**config.mk**
```make
export PLATFORM = sky130hd
export DESIGN_NAME = addr4u_fault_monitor
export DESIGN_NICKNAME = d
export VERILOG_FILES = /design/src/rtl/addr4u_mon_pkg.sv /design/src/rtl/addr4u_sat_counter.sv /design/src/rtl/addr4u_fault_monitor.sv
export SDC_FILE = /design/constraint.sdc
export NUM_CORES = 1
export LEC_CHECK = 0
export ABC_AREA = 1
export ABC_CLOCK_PERIOD_IN_PS = 4100
export CORE_MARGIN = 3
export CORE_UTILIZATION = 41
export DETAILED_ROUTE_END_ITERATION = 7
export PLACE_DENSITY = 0.68
export SETUP_SLACK_MARGIN = 0.1
export SLEW_MARGIN = 20
export SYNTH_ARGS = -nofsm -noshare
export SYNTH_HDL_FRONTEND = slang
export SYNTH_SLANG_ARGS = --single-unit
```
**constraint.sdc**
```tcl
create_clock -name clk -period 4.1 [get_ports clk]
set_input_delay 1.23 -clock clk [delete_from_list [all_inputs] [get_ports clk]]
set_output_delay 1.23 -clock clk [all_outputs]
set_load 0.005 [all_outputs]
```
**src/rtl/addr4u_mon_pkg.sv**
```systemverilog
// Shared types and constants for the 4-bit adder fault monitor.
// Holds the FSM state encoding, datapath widths and settle-time limits.
package addr4u_mon_pkg;

  localparam int unsigned OP_W       = 4;
  localparam int unsigned SUM_W      = 5;
  localparam int unsigned SETTLE_MIN = 1;
  localparam int unsigned SETTLE_MAX = 15;
  localparam int unsigned SETTLE_W   = 4;

  typedef enum logic [1:0] {
    StIdle   = 2'd0,
    StSettle = 2'd1,
    StReport = 2'd2
  } state_e;

  // Reference sum, widened so the carry-out is kept.
  function automatic logic [SUM_W-1:0] golden_sum(input logic [OP_W-1:0] a,
                                                  input logic [OP_W-1:0] b);
    return SUM_W'(a) + SUM_W'(b);
  endfunction

  // Out-of-range settle times are pinned to the nearest legal value.
  function automatic logic [SETTLE_W-1:0] clamp_settle(input int unsigned cycles);
    if (cycles < SETTLE_MIN) begin
      return SETTLE_W'(SETTLE_MIN);
    end
    if (cycles > SETTLE_MAX) begin
      return SETTLE_W'(SETTLE_MAX);
    end
    return SETTLE_W'(cycles);
  endfunction

endpackage

```
**src/rtl/addr4u_sat_counter.sv**
```systemverilog
// Saturating up-counter with synchronous clear; clear wins over increment.
// Sticks at all-ones instead of wrapping.
module addr4u_sat_counter #(
  parameter int unsigned CNT_W = 16
) (
  input  logic             clk_i,
  input  logic             rst_ni,
  input  logic             inc_i,
  input  logic             clr_i,
  output logic [CNT_W-1:0] count_o
);

  logic [CNT_W-1:0] cnt_q, cnt_d;

  always_comb begin
    cnt_d = cnt_q;
    if (clr_i) begin
      cnt_d = '0;
    end else if (inc_i && (cnt_q != {CNT_W{1'b1}})) begin
      cnt_d = cnt_q + CNT_W'(1);
    end
  end

  always_ff @(posedge clk_i) begin
    if (!rst_ni) begin
      cnt_q <= '0;
    end else begin
      cnt_q <= cnt_d;
    end
  end

  assign count_o = cnt_q;

endmodule

```
**src/rtl/addr4u_fault_monitor.sv**
```systemverilog
// Drives operand pairs into an external 4-bit adder, samples its result after a
// settle time and flags/counts mismatches against a golden sum.
module addr4u_fault_monitor
  import addr4u_mon_pkg::*;
#(
  parameter int unsigned SETTLE_CYCLES = 1,
  parameter int unsigned CNT_W         = 16
) (
  input  logic              clk,
  input  logic              rst_n,
  input  logic              in_valid,
  output logic              in_ready,
  input  logic [OP_W-1:0]   in_a,
  input  logic [OP_W-1:0]   in_b,
  output logic [OP_W-1:0]   dut_a,
  output logic [OP_W-1:0]   dut_b,
  input  logic [SUM_W-1:0]  dut_sum,
  output logic              out_valid,
  input  logic              out_ready,
  output logic [SUM_W-1:0]  out_sum,
  output logic [SUM_W-1:0]  out_golden,
  output logic              out_err,
  output logic [CNT_W-1:0]  vec_count,
  output logic [CNT_W-1:0]  err_count,
  output logic              sticky_err,
  input  logic              clr_counts
);

  localparam logic [SETTLE_W-1:0] SettleLoad = clamp_settle(SETTLE_CYCLES);

  state_e              state_q;
  logic [SETTLE_W-1:0] settle_q;
  logic                sticky_q;
  logic                res_hs;
  logic                vec_inc;
  logic                err_inc;

  // rst_n gates in_ready so nothing is accepted while reset is held.
  assign in_ready  = rst_n & (state_q == StIdle);
  assign out_valid = (state_q == StReport);
  assign res_hs    = out_valid & out_ready;
  assign vec_inc   = res_hs & ~clr_counts;
  assign err_inc   = vec_inc & out_err;

  // out_golden is loaded at accept; it is only observed once out_valid rises.
  always_ff @(posedge clk) begin
    if (!rst_n) begin
      state_q    <= StIdle;
      settle_q   <= '0;
      dut_a      <= '0;
      dut_b      <= '0;
      out_sum    <= '0;
      out_golden <= '0;
      out_err    <= 1'b0;
    end else begin
      case (state_q)
        StIdle: begin
          if (in_valid) begin
            dut_a      <= in_a;
            dut_b      <= in_b;
            out_golden <= golden_sum(in_a, in_b);
            settle_q   <= SettleLoad;
            state_q    <= StSettle;
          end
        end
        StSettle: begin
          if (settle_q == SETTLE_W'(1)) begin
            out_sum <= dut_sum;
            out_err <= (dut_sum != out_golden);
            state_q <= StReport;
          end else begin
            settle_q <= settle_q - SETTLE_W'(1);
          end
        end
        StReport: begin
          if (out_ready) begin
            state_q <= StIdle;
          end
        end
        default: state_q <= StIdle;
      endcase
    end
  end

  always_ff @(posedge clk) begin
    if (!rst_n) begin
      sticky_q <= 1'b0;
    end else if (clr_counts) begin
      sticky_q <= 1'b0;
    end else if (err_inc) begin
      sticky_q <= 1'b1;
    end
  end

  assign sticky_err = sticky_q;

  addr4u_sat_counter #(
    .CNT_W (CNT_W)
  ) u_vec_cnt (
    .clk_i   (clk),
    .rst_ni  (rst_n),
    .inc_i   (vec_inc),
    .clr_i   (clr_counts),
    .count_o (vec_count)
  );

  addr4u_sat_counter #(
    .CNT_W (CNT_W)
  ) u_err_cnt (
    .clk_i   (clk),
    .rst_ni  (rst_n),
    .inc_i   (err_inc),
    .clr_i   (clr_counts),
    .count_o (err_count)
  );

endmodule

```
==> key figures <==
Power and ir drop
  – Maximum VDD drop: 0.0001830 V
  – Pwr Total: 1.320 mW
  – Lkg Pwr: 1.603 nW
  – Pwr per Cell Area: 321.4 mW/mm^2

Hold path
  – WHS Endpoint: sticky_err$_SDFFE_PP0P_
  – Hold Crit Start: sticky_err$_SDFFE_PP0P_
  – Hold Path Depth: 1
  – Hold Path Class: reg -> reg

Floorplanning
  – Initial Util: 0.4240
  – Die H: 92.84 um
  – I/O Pins: 72
  – Placement Rows: 31
  – Core area: 0.007292 mm^2
  – Die width: 92.84 um
  – Die Area: 0.008618 mm^2

Yosys
  – Compound-Gate Fraction of Synth Area: 0.09268
  – Mapped cell area: 0.003092 mm^2
  – Ys flop type: dfxtp_1
  – Largest area contributor in the netlist: dfxtp_1
  – Post-synthesis sequential area ratio: 0.3756
  – Ys async rst share: 0
  – Mapped Avg Cell Area: 6.635 um^2
  – Post-synth EDFFs: 0
  – Synthesized flop and latch total: 58
  – Post-synth cell types: 31
  – Syn_nets: 493
  – Top cells by area, synth: dfxtp_1 (38%), nand2_1 (12%), nor2_1 (12%), nand3_1 (6.0%), inv_1 (5.8%)
  – Post-synthesis mux area share: 0
  – Post-Synth Simple-Gate Area: 0.3974
  – Mapped Cells: 466
  – Area share of the largest cell type after synthesis: 0.3756
  – Post-Synth XOR/XNOR Area: 0.01983
  – Largest family of logic cells by synthesized area: simple AND/OR/NAND/NOR gates
  – Post-Synth Adder-Cell Area: 0.03885
  – Synth warn: 0

STA
  – FMAX: 274.8 MHz
  – Clk_skew: 0.01038 ns
  – Worst hold slack: 0.4743 ns
  – Headroom to the max-slew limit: 0.6658
  – Final total negative setup slack: 0 ns
  – Setup violators final: 0
  – Fin. max-slew vios: 0
  – Min Tclk post-route: 3.639 ns
  – Fin. Hold Viols: 0
  – Period utilization: 0.8876
  – Worst-margin pin slew: 0.5008 ns
  – RSZ-0062 raised after global routing: no

GRT
  – Met1 Use GR: 0.2254
  – Largest net degree at the start of global routing: 23
  – First-pass GRT wire length: 12.46 mm
  – Met2 usage: 0.2825
  – GR Overflow Total: 0
  – GR Util met3: 0.05361
  – All-Layer GR Usage: 0.1782
  – Number of global-route vias before repair: 2731
  – Initial antenna violation count: 0
  – Global routing's busiest layer: met2

Clocking
  – Clk Latency, worst-skew pair: 0.33 ns
  – # hold bufs at CTS: 0
  – CTS resizes: 0
  – Clock Path Buffers: 2
  – TritonCTS Sinks: 58
  – Cts bufs inserted: 9
  – Clk pin slew, worst setup/hold paths: 0.07 ns
  – CTS H-tree lvls: 3
  – Post CTS Setup Buffer Count: 0
  – CTS tree: yes
  – CTS root buffer: clkbuf_8

Critical path
  – CP startpoint kind: input port
  – Critical Path AT: 2.41 ns
  – CP most frequent cell: clkdlybuf4s50_1
  – Worst Path Required: 2.87 ns
  – Slowest cell on crit path: clkdlybuf4s50_1
  – CP max stage delay: 0.51 ns
  – CP max FO: 4
  – Reg2Reg Depth: 5
  – Crit end category: output port
  – R2r setup slk: 2.39 ns
  – Reg-to-Reg End: dut_a[1]$_SDFFE_PN0P_
  – CP Cell Sequence: clkdlybuf4s50_1 > inv_1 > nor2_1 > clkdlybuf4s50_1
  – Worst Setup Path Type: in -> out
  – RR Startpoint: state_q[0]$_SDFFE_PN0P_

Placement
  – Placed Area: 0.003902 mm^2
  – GPL Wtd Cong: 0.8503
  – Buffers on Ports: 71
  – Dpl hpwl: 5.543 mm

Routing
  – DR WL/cell: 11.44 um
  – Total wire length: 7.399 mm
  – Residual DRC: 0
  – Detailed router's first-iteration violation count: 93
  – Via density: 4.790
  – Vias: 3099
  – First-pass iteration count of the detailed router: 4
  – Remaining antenna violation count: 0

Finish
  – Final instance area: 0.004108 mm^2
  – Layout cells sized above 1: 0.07299
  – Most frequent cells in the layout: nand2_1 (101), nor2_1 (101), clkdlybuf4s50_1 (71)
  – P&R area growth vs syn: 32.86%
  – Nets: 570
  – # diodes: 0

Status
  – Run status: complete, no violations

Flow run
  – Max-cap violations: 0
stage by stage:
| stage | utilization | instances | setup WS [ns] |
|---|---|---|---|
| 2_1_floorplan | - | 466 | 1.467 |
| 3_3_place_gp | 0.5352 | 631 | 0.4742 |
| 3_5_place_dp | 0.5352 | 631 | 0.4668 |
| 4_1_cts | 0.5633 | 647 | 0.4536 |
| 5_1_grt | 0.5633 | 647 | 0.4276 |
| 6_report | 0.5633 | 647 | 0.4609 |
critical path: cells and delay by family:
kind | cells | cell delay (ns)
buffers and inverters | 3 | 1.06
AND/OR/NAND/NOR | 1 | 0.12
state kept, by name, indices dropped and copies added, names as in the netlist:
signal	cells
u_vec_cnt.count_o	16
state_q	2
out_golden	5
dut_b	4
sticky_err	1
u_err_cnt.count_o	16
dut_a	4
settle_q	4
out_sum	5
out_err	1
cell families after synthesis:
| logic type | count (synthesis) |
|---|---|
| AND/OR/NAND/NOR | 277 |
| buffers and inverters | 59 |
| flip-flops | 58 |
| AO/OA/AOI/OAI | 56 |
| adder cells (fa/ha/maj) | 9 |
| XOR/XNOR | 7 |
report_power, final:
part / total [mW] / switching, mW / internal [mW]
Sequential: 0.606 / 0.0172 / 0.589
Combinational: 0.164 / 0.0808 / 0.0836
Clock: 0.550 / 0.237 / 0.313
Total: 1.32 / 0.335 / 0.985
final cells by class:
cell class              count  area, um^2
flip-flops and latches     58        1161
well taps                  99       123.9
clock inverters             4       50.05
clock buffers              12       155.1
fillers                   738        3184
inverters                  52       195.2
repair buffers             73       725.7
multi-input cells         349        1697
Yosys cell counts (all sizes together) (3+ instances only):
| cell | number |
|---|---|
| dfxtp | 58 |
| ha | 8 |
| o21ai | 23 |
| xnor2 | 5 |
| a21oi | 30 |
| and2 | 3 |
| nand3 | 38 |
| nand2 | 107 |
| nor3 | 6 |
| clkinv | 3 |
| nor2 | 113 |
| inv | 49 |
| nand4 | 7 |
| buf | 5 |
per-layer routing:
layer / up-vias / wire length, um
met3: 9 / 487
met5: - / 0
met4: 0 / 87
li1: 1641 / -
met2: 72 / 3342
met1: 1377 / 3481
worst max-delay path by stage:
stage	startpoint	to	slack, ns
floorplan	rst_n	in_ready	1.47
global placement	rst_n	in_ready	0.47
detailed placement	rst_n	in_ready	0.47
CTS	rst_n	in_ready	0.45
global route	rst_n	in_ready	0.43
finish	rst_n	in_ready	0.46
No activity file was read; power rests on OpenSTA's default activity.
